[config.mk]
export PLATFORM = sky130hd
export DESIGN_NAME = hazard_ctrl
export DESIGN_NICKNAME = d
export VERILOG_FILES = /design/src/rtl/hazard_ctrl.sv
export SDC_FILE = /design/constraint.sdc
export NUM_CORES = 1
export LEC_CHECK = 0
export ABC_AREA = 1
export BUFFER_PORTS_ARGS = -buffer_cell sky130_fd_sc_hd__buf_2
export CELL_PAD_IN_SITES_DETAIL_PLACEMENT = 1
export CELL_PAD_IN_SITES_GLOBAL_PLACEMENT = 1
export CORE_MARGIN = 10
export CORE_UTILIZATION = 32
export DETAILED_ROUTE_END_ITERATION = 8
export PLACE_DENSITY_LB_ADDON = 0.1
export SYNTH_ARGS = -nofsm -noshare
export SYNTH_HDL_FRONTEND = slang
export SYNTH_SLANG_ARGS = --single-unit
[constraint.sdc]
create_clock -name clk -period 1.7 [get_ports clk]
set_clock_uncertainty 0.15 [all_clocks]
set_input_delay 0.34 -clock clk [delete_from_list [all_inputs] [get_ports clk]]
set_output_delay 0.34 -clock clk [all_outputs]
set_load 0.05 [all_outputs]
[src/rtl/hazard_ctrl.sv]
// rtl/hazard_ctrl.sv - RV32I 5-stage hazard controller: forwarding, load-use stall, flush, memory wait sequencer
module hazard_ctrl #(
  parameter int MAX_WAIT = 16,
  parameter int PERF_W   = 32
) (
  input  logic              clk,
  input  logic              reset,
  input  logic [4:0]        Rs1D,
  input  logic [4:0]        Rs2D,
  input  logic [4:0]        Rs1E,
  input  logic [4:0]        Rs2E,
  input  logic [4:0]        RdE,
  input  logic              LoadE,
  input  logic              PCSrcE,
  input  logic [4:0]        RdM,
  input  logic              RegWriteM,
  input  logic [4:0]        RdW,
  input  logic              RegWriteW,
  input  logic              MemReqM,
  input  logic              MemReady,
  output logic              StallF,
  output logic              StallD,
  output logic              StallE,
  output logic              StallM,
  output logic              FlushD,
  output logic              FlushE,
  output logic              FlushW,
  output logic [1:0]        ForwardAE,
  output logic [1:0]        ForwardBE,
  output logic              MemErr,
  output logic [PERF_W-1:0] StallCycles
);

  localparam int CW = $clog2(MAX_WAIT + 1);

  typedef enum logic [1:0] {
    S_IDLE = 2'd0,
    S_WAIT = 2'd1,
    S_ERR  = 2'd2
  } state_t;

  state_t            r_state;
  state_t            w_state_nxt;
  logic [CW-1:0]     r_wait_cnt;
  logic [CW-1:0]     w_wait_cnt_nxt;
  logic              r_mem_err;
  logic [PERF_W-1:0] r_stall_cycles;
  logic              w_lw_stall;
  logic              w_mem_stall;
  logic [1:0]        w_fwd_a;
  logic [1:0]        w_fwd_b;

  always_ff @(posedge clk) begin
    if (reset) begin
      r_state    <= S_IDLE;
      r_wait_cnt <= '0;
      r_mem_err  <= 1'b0;
    end else begin
      r_state    <= w_state_nxt;
      r_wait_cnt <= w_wait_cnt_nxt;
      r_mem_err  <= (w_state_nxt == S_ERR);
    end
  end

  always_comb begin
    w_state_nxt    = r_state;
    w_wait_cnt_nxt = r_wait_cnt;
    case (r_state)
      S_IDLE: begin
        if (MemReqM && !MemReady) begin
          w_state_nxt    = S_WAIT;
          w_wait_cnt_nxt = CW'(1);
        end
      end
      S_WAIT: begin
        if (MemReady) begin
          w_state_nxt    = S_IDLE;
          w_wait_cnt_nxt = '0;
        end else if (r_wait_cnt == CW'(MAX_WAIT)) begin
          w_state_nxt    = S_ERR;
          w_wait_cnt_nxt = '0;
        end else begin
          w_wait_cnt_nxt = r_wait_cnt + CW'(1);
        end
      end
      S_ERR: begin
        w_state_nxt    = S_IDLE;
        w_wait_cnt_nxt = '0;
      end
      default: begin
        w_state_nxt    = S_IDLE;
        w_wait_cnt_nxt = '0;
      end
    endcase
  end

  // The ERR cycle drops memStall so the stuck access is let go.
  assign w_mem_stall = MemReqM && !MemReady && (r_state == S_IDLE || r_state == S_WAIT);
  assign w_lw_stall  = LoadE && (RdE != 5'd0) && ((RdE == Rs1D) || (RdE == Rs2D));

  always_comb begin
    w_fwd_a = 2'b00;
    if (RegWriteM && (RdM != 5'd0) && (RdM == Rs1E))      w_fwd_a = 2'b10;
    else if (RegWriteW && (RdW != 5'd0) && (RdW == Rs1E)) w_fwd_a = 2'b01;
    w_fwd_b = 2'b00;
    if (RegWriteM && (RdM != 5'd0) && (RdM == Rs2E))      w_fwd_b = 2'b10;
    else if (RegWriteW && (RdW != 5'd0) && (RdW == Rs2E)) w_fwd_b = 2'b01;
  end

  always_comb begin
    StallF    = 1'b0;
    StallD    = 1'b0;
    StallE    = 1'b0;
    StallM    = 1'b0;
    FlushD    = 1'b1;
    FlushE    = 1'b1;
    FlushW    = 1'b1;
    ForwardAE = 2'b00;
    ForwardBE = 2'b00;
    if (!reset) begin
      StallF    = w_mem_stall || w_lw_stall;
      StallD    = w_mem_stall || w_lw_stall;
      StallE    = w_mem_stall;
      StallM    = w_mem_stall;
      FlushW    = w_mem_stall;
      FlushD    = PCSrcE && !w_mem_stall;
      FlushE    = (w_lw_stall || PCSrcE) && !w_mem_stall;
      ForwardAE = w_fwd_a;
      ForwardBE = w_fwd_b;
    end
  end

  always_ff @(posedge clk) begin
    if (reset) begin
      r_stall_cycles <= '0;
    end else if (StallF && (r_stall_cycles != {PERF_W{1'b1}})) begin
      r_stall_cycles <= r_stall_cycles + PERF_W'(1);
    end
  end

  assign MemErr      = r_mem_err;
  assign StallCycles = r_stall_cycles;

endmodule
Word-level counts from Yosys, hierarchy flattened
Index checks and enable logic that the tools add are counted.
Widths: inputs -> output; s select.
- register bits: 40
- bits of input ports: 43
- output and inout port bits: 44
- logic and storage cells: 59
- add/sub/neg operators: 2
- equality and inequality tests: 11
- mux-type cells: 19
- reductions and logical operators: 23
- operators by type and width (operator ; number):
    $add 32x1->32 const B ; 1
    $ne 32x32->1 const B ; 1
    $eq 5x5->1 ; 6
    $mux 5 ; 3
    $reduce_bool 5->1 ; 3
    $mux 2 ; 7
    $logic_and 1x1->1 ; 13
    $pmux 5 s2 ; 1
    $mux 1 ; 7
    $add 5x1->5 const B ; 1
    $eq 5x5->1 const B ; 1
    $logic_or 1x1->1 ; 4
    $pmux 2 s2 ; 1
    $eq 2x1->1 const B ; 1
    $eq 2x2->1 const B ; 1
    $logic_not 1->1 ; 2
    $logic_not 2->1 ; 1
    $ne 2x2->1 const B ; 1

Logic depth before layout (Yosys ltp)
- word-level depth: 6
- depth in mapped cells: 13
- depth with buffers taken out: 12

Least setup slack after synthesis
Ideal clock, no wire load.
- path type: input port to output port
- start: input reset
- end: output ForwardBE[0]
- arrival time: 2.029 ns
- required time: 1.210 ns
- slack: -0.819 ns
- cell stages on the path: 6
- path buffers: 1
- cells stage by stage: clkbuf_1 inv_1 o21ai_0 a211oi_1 nand3_1 nor3_1
- cells in the longest elaborated chain, start to end: 1
- RTL lines (item ; line ; RTL):
    from (decl) ; 7 ; input logic reset,
    $mux 2 ; 120 ; if (!reset) begin
    to (decl) ; 29 ; output logic [1:0] ForwardBE,
No other way between the ends.

Final worst setup path
- start: input RdM[1]
- end: output ForwardBE[0]
- cells in the longest elaborated chain, start to end: 5
- elaborated cells on any way between the ends: 6
- those cells by class: 1 x eq/ne; 2 x mux; 3 x reduce/logical
- RTL lines (item ; line ; RTL):
    from (decl) ; 15 ; input logic [4:0] RdM,
    $reduce_bool 5->1 ; 106 ; if (RegWriteM && (RdM != 5'd0) && (RdM == Rs2E)) w_fwd_b = 2'b10;
    $logic_and 1x1->1 ; 106 ;
    $logic_and 1x1->1 (*) ; 106 ;
    $mux 2 (*) ; 106 ;
    $mux 2 (*) ; 120 ;
Every way passes the cells marked *; elsewhere a longest branch is shown, timed or not.

==> results.json <==
{
  "slew_viol_final": 0,
  "rr_startpoint": "StallCycles[0]",
  "synth_top_area_frac": 0.258,
  "cts_tree": "built",
  "finish.net_count": 736,
  "place_congestion": 0.828,
  "cts_made_buffers": 5,
  "drive_above_1_share": 0.522,
  "avgViaCountPerCell": 4.84,
  "reg2reg_depth": 11,
  "drt_pass1_iterations": 4,
  "use_met3": 0.0547,
  "vias": 3966,
  "remaining_drc_errors": 0,
  "grt_start_max_net_pins": 38,
  "place_area_um2": 4340,
  "final_util": 0.572,
  "synth_seq_area_share": 0.258,
  "ff2ff_setup_slack_ps": -180,
  "syn-num-nets": 571,
  "netlist_area_um2": 3110,
  "setup_violations": 39,
  "yosys_warnings": 0,
  "path_class": "input port to primary output",
  "switching_share": 0.332,
  "yosys-top-cells-count": "143 x nand2_1, 96 x inv_1, 65 x nor2_1, 41 x nand3_1, 40 x dfxtp_1",
  "hold_viol_final": 0,
  "fp.dieH_um": 119,
  "use_met2": 0.335,
  "crit_path_end_kind": "primary output",
  "grt_pass1_vias": 4363,
  "start_util": 0.332,
  "synthMuxAreaShare": 0,
  "path_buf_inv": 4,
  "htreeDepth": 2,
  "clockPowerShare": 0.273,
  "critPathMaxFanout": 3,
  "max_slew_margin": 0.707,
  "area_delta_synth_final_pct": 72.3,
  "top_usage_layer": "met2",
  "dieArea_um2": 14100,
  "register_area_um2": 860,
  "fin_crit_ps": 1920,
  "synth_top_family_by_area": "simple AND/OR/NAND/NOR gates",
  "grt_use_total": 0.175,
  "tns_ps": -5110,
  "synth_adder_area_share": 0.0121,
  "holdWs_ps": 303,
  "ys_types": 34,
  "worst-path-stages": 9,
  "p_int_mw": 1.52,
  "drt_wl_total_um": 13200,
  "synth_area_leaders": "dfxtp_1 26%, nand2_1 17%, inv_1 12%",
  "min_path_type": "input port to register",
  "required_ps": 1210,
  "combPwrFrac": 0.304,
  "place_hpwl_um": 9190,
  "dpl.cell_count": 788,
  "violations": "setup timing",
  "cpMaxStageDelayCell": "buf_6",
  "p_sw_mw": 0.759,
  "ir_drop_v": 0.000293,
  "clk_pin_slew_ps": 80,
  "r2r-end": "StallCycles[9]",
  "pre_cts_ws_ps": -387,
  "final_cell_area_um2": 5360,
  "synthSimpleGateAreaFrac": 0.459,
  "die_w_um": 119,
  "rsz0062_at_grt": "yes",
  "p_leak_nw": 2.53,
  "cts_sinks": 40,
  "n_antenna_cell": 0,
  "yosys_register_bits": 40,
  "grt_overflow": 0,
  "power_density_nw_per_um2": 426,
  "grt_pass1_wl_um": 21100,
  "synth.most_common_cell": "nand2_1",
  "cp-startpoint": "RdM[1]",
  "ctsLongestPathBuffers": 2,
  "sequentialPowerShare": 0.422,
  "syn_area_per_cell_um2": 5.92,
  "worst_setup_path_start_kind": "input port",
  "n_fill_cell": 1214,
  "cpMostUsedCell": "buf_6",
  "yosysTopAreaCell": "dfxtp_1",
  "port_buffers": 86,
  "rows": 35,
  "finalCritPeriodShare": 1.13,
  "slowest_delay_ps": 180,
  "maxCapViolCount": 0,
  "multi_input_area_um2": 2380,
  "path_delay_family": "buffers and inverters",
  "power_mw": 2.28,
  "tightest_slew_ps": 435,
  "ys.flop_type": "dfxtp_1",
  "stdcell_count": 819,
  "detail_route.wl_per_cell_um": 16.1,
  "synth-edff-count": 0,
  "crit_end": "ForwardBE[0]",
  "ios": 87,
  "fmax_mhz": 522,
  "synth_cells": 525,
  "critPathArrivalTime_ps": 1430,
  "path_cells": "buf_6 > nor2_4 > nand2_2 > o21ai_2 > buf_6 > nor4_4 > buf_4 > nor3_4 > buf_6",
  "clk_latency_ps": 290,
  "synth-compound-area-share": 0.0515,
  "first_iter_violations": 123,
  "ant_nets": 0,
  "use_met1": 0.183,
  "synthXorXnorAreaFrac": 0.0592,
  "synthArstFlopShare": 0,
  "coreArea_um2": 9370,
  "cts_root_buf": "clkbuf_8",
  "worst_slack_ps": -215,
  "status": "finished with violations",
  "antenna_found_initial": 1
}
==> worst register-to-register path: stages (launching register included) <==
cell and delay (ps):
dfxtp_4 360, ha_4 140, nand3_4 70, nor2_4 140, nand3_4 120, clkinv_4 80, nand4_4 170, buf_6 210
buf_16 140, nand4_1 90, nand2_1 70, nor2_2 90
==> flip-flops by register name (all words and copies together), names as in the netlist <==
name         cells
MemErr           1
StallCycles     32
r_state          2
r_wait_cnt       5
==> metal layers <==
layer,wire length (µm),share of wire,vias to the layer above
met3,809,0.061,19
li1,-,-,1961
met2,7110,0.54,80
met4,126,0.0096,2
met5,13,0.00099,-
met1,5100,0.39,1904
==> power by group through the flow <==
stage / Sequential (mW) / Clock (mW) / Combinational, mW
floorplan: 1.04 / 0 / 0.273
global placement: 0.992 / 0 / 0.520
detailed placement: 0.993 / 0 / 0.540
CTS: 0.964 / 0.653 / 0.620
global route: 0.968 / 0.683 / 0.748
finish: 0.965 / 0.624 / 0.694
==> how the worst min path moves through the flow <==
| stage | slack, ps | endpoint | depth (start not counted) | start |
|---|---|---|---|---|
| global route | 320 | r_wait_cnt[1] | 3 | reset |
| floorplan | 300 | r_wait_cnt[3] | 2 | r_wait_cnt[3] |
| finish | 300 | r_wait_cnt[0] | 4 | MemReady |
| global placement | 320 | r_wait_cnt[3] | 2 | r_wait_cnt[3] |
| detailed placement | 320 | r_wait_cnt[3] | 2 | r_wait_cnt[3] |
| CTS | 280 | StallCycles[25] | 3 | reset |
==> cell usage in the layout (no fill, tap or decap), types with 6 or more instances in the layout <==
master   count
nand2_1    113
buf_12       6
nand4_1     26
dfxtp_4      6
nor2_1      45
buf_4       69
buf_2       56
nor2_4      16
nand3_2     24
inv_1       77
xor2_1      14
nor3_1       8
inv_2       19
nand2_2     29
nor2_2      18
buf_6       27
dfxtp_2     29
buf_8       14
a21oi_1      9
nand3_1     16
==> what timing repair did <==
action / 4_1_cts / 5_1_grt
endpoints found under the hold margin: 0 / 0
buffers inserted: 16 / 5
resized for setup: 116 / 86
setup endpoints to repair: 43 / 47
gates cloned: 5 / 0
hold buffers: 0 / 0
pin swaps: 52 / 75
==> area by class of cell <==
| class | count | area share |
|---|---|---|
| clock buffers | 6 | 0.0135 |
| clock inverters | 1 | 0.000934 |
| inverters | 100 | 0.0733 |
| multi-input cells | 369 | 0.444 |
| flip-flops and latches | 40 | 0.160 |
| well taps | 129 | 0.0301 |
| repair buffers | 174 | 0.278 |
==> cells by family after synthesis <==
family          Yosys count
compound gates           29
xor+xnor                 21
fa+ha+maj                 3
buf+inv                 117
flops                    40
simple gates            315
Power figures use the tool's default switching activity.
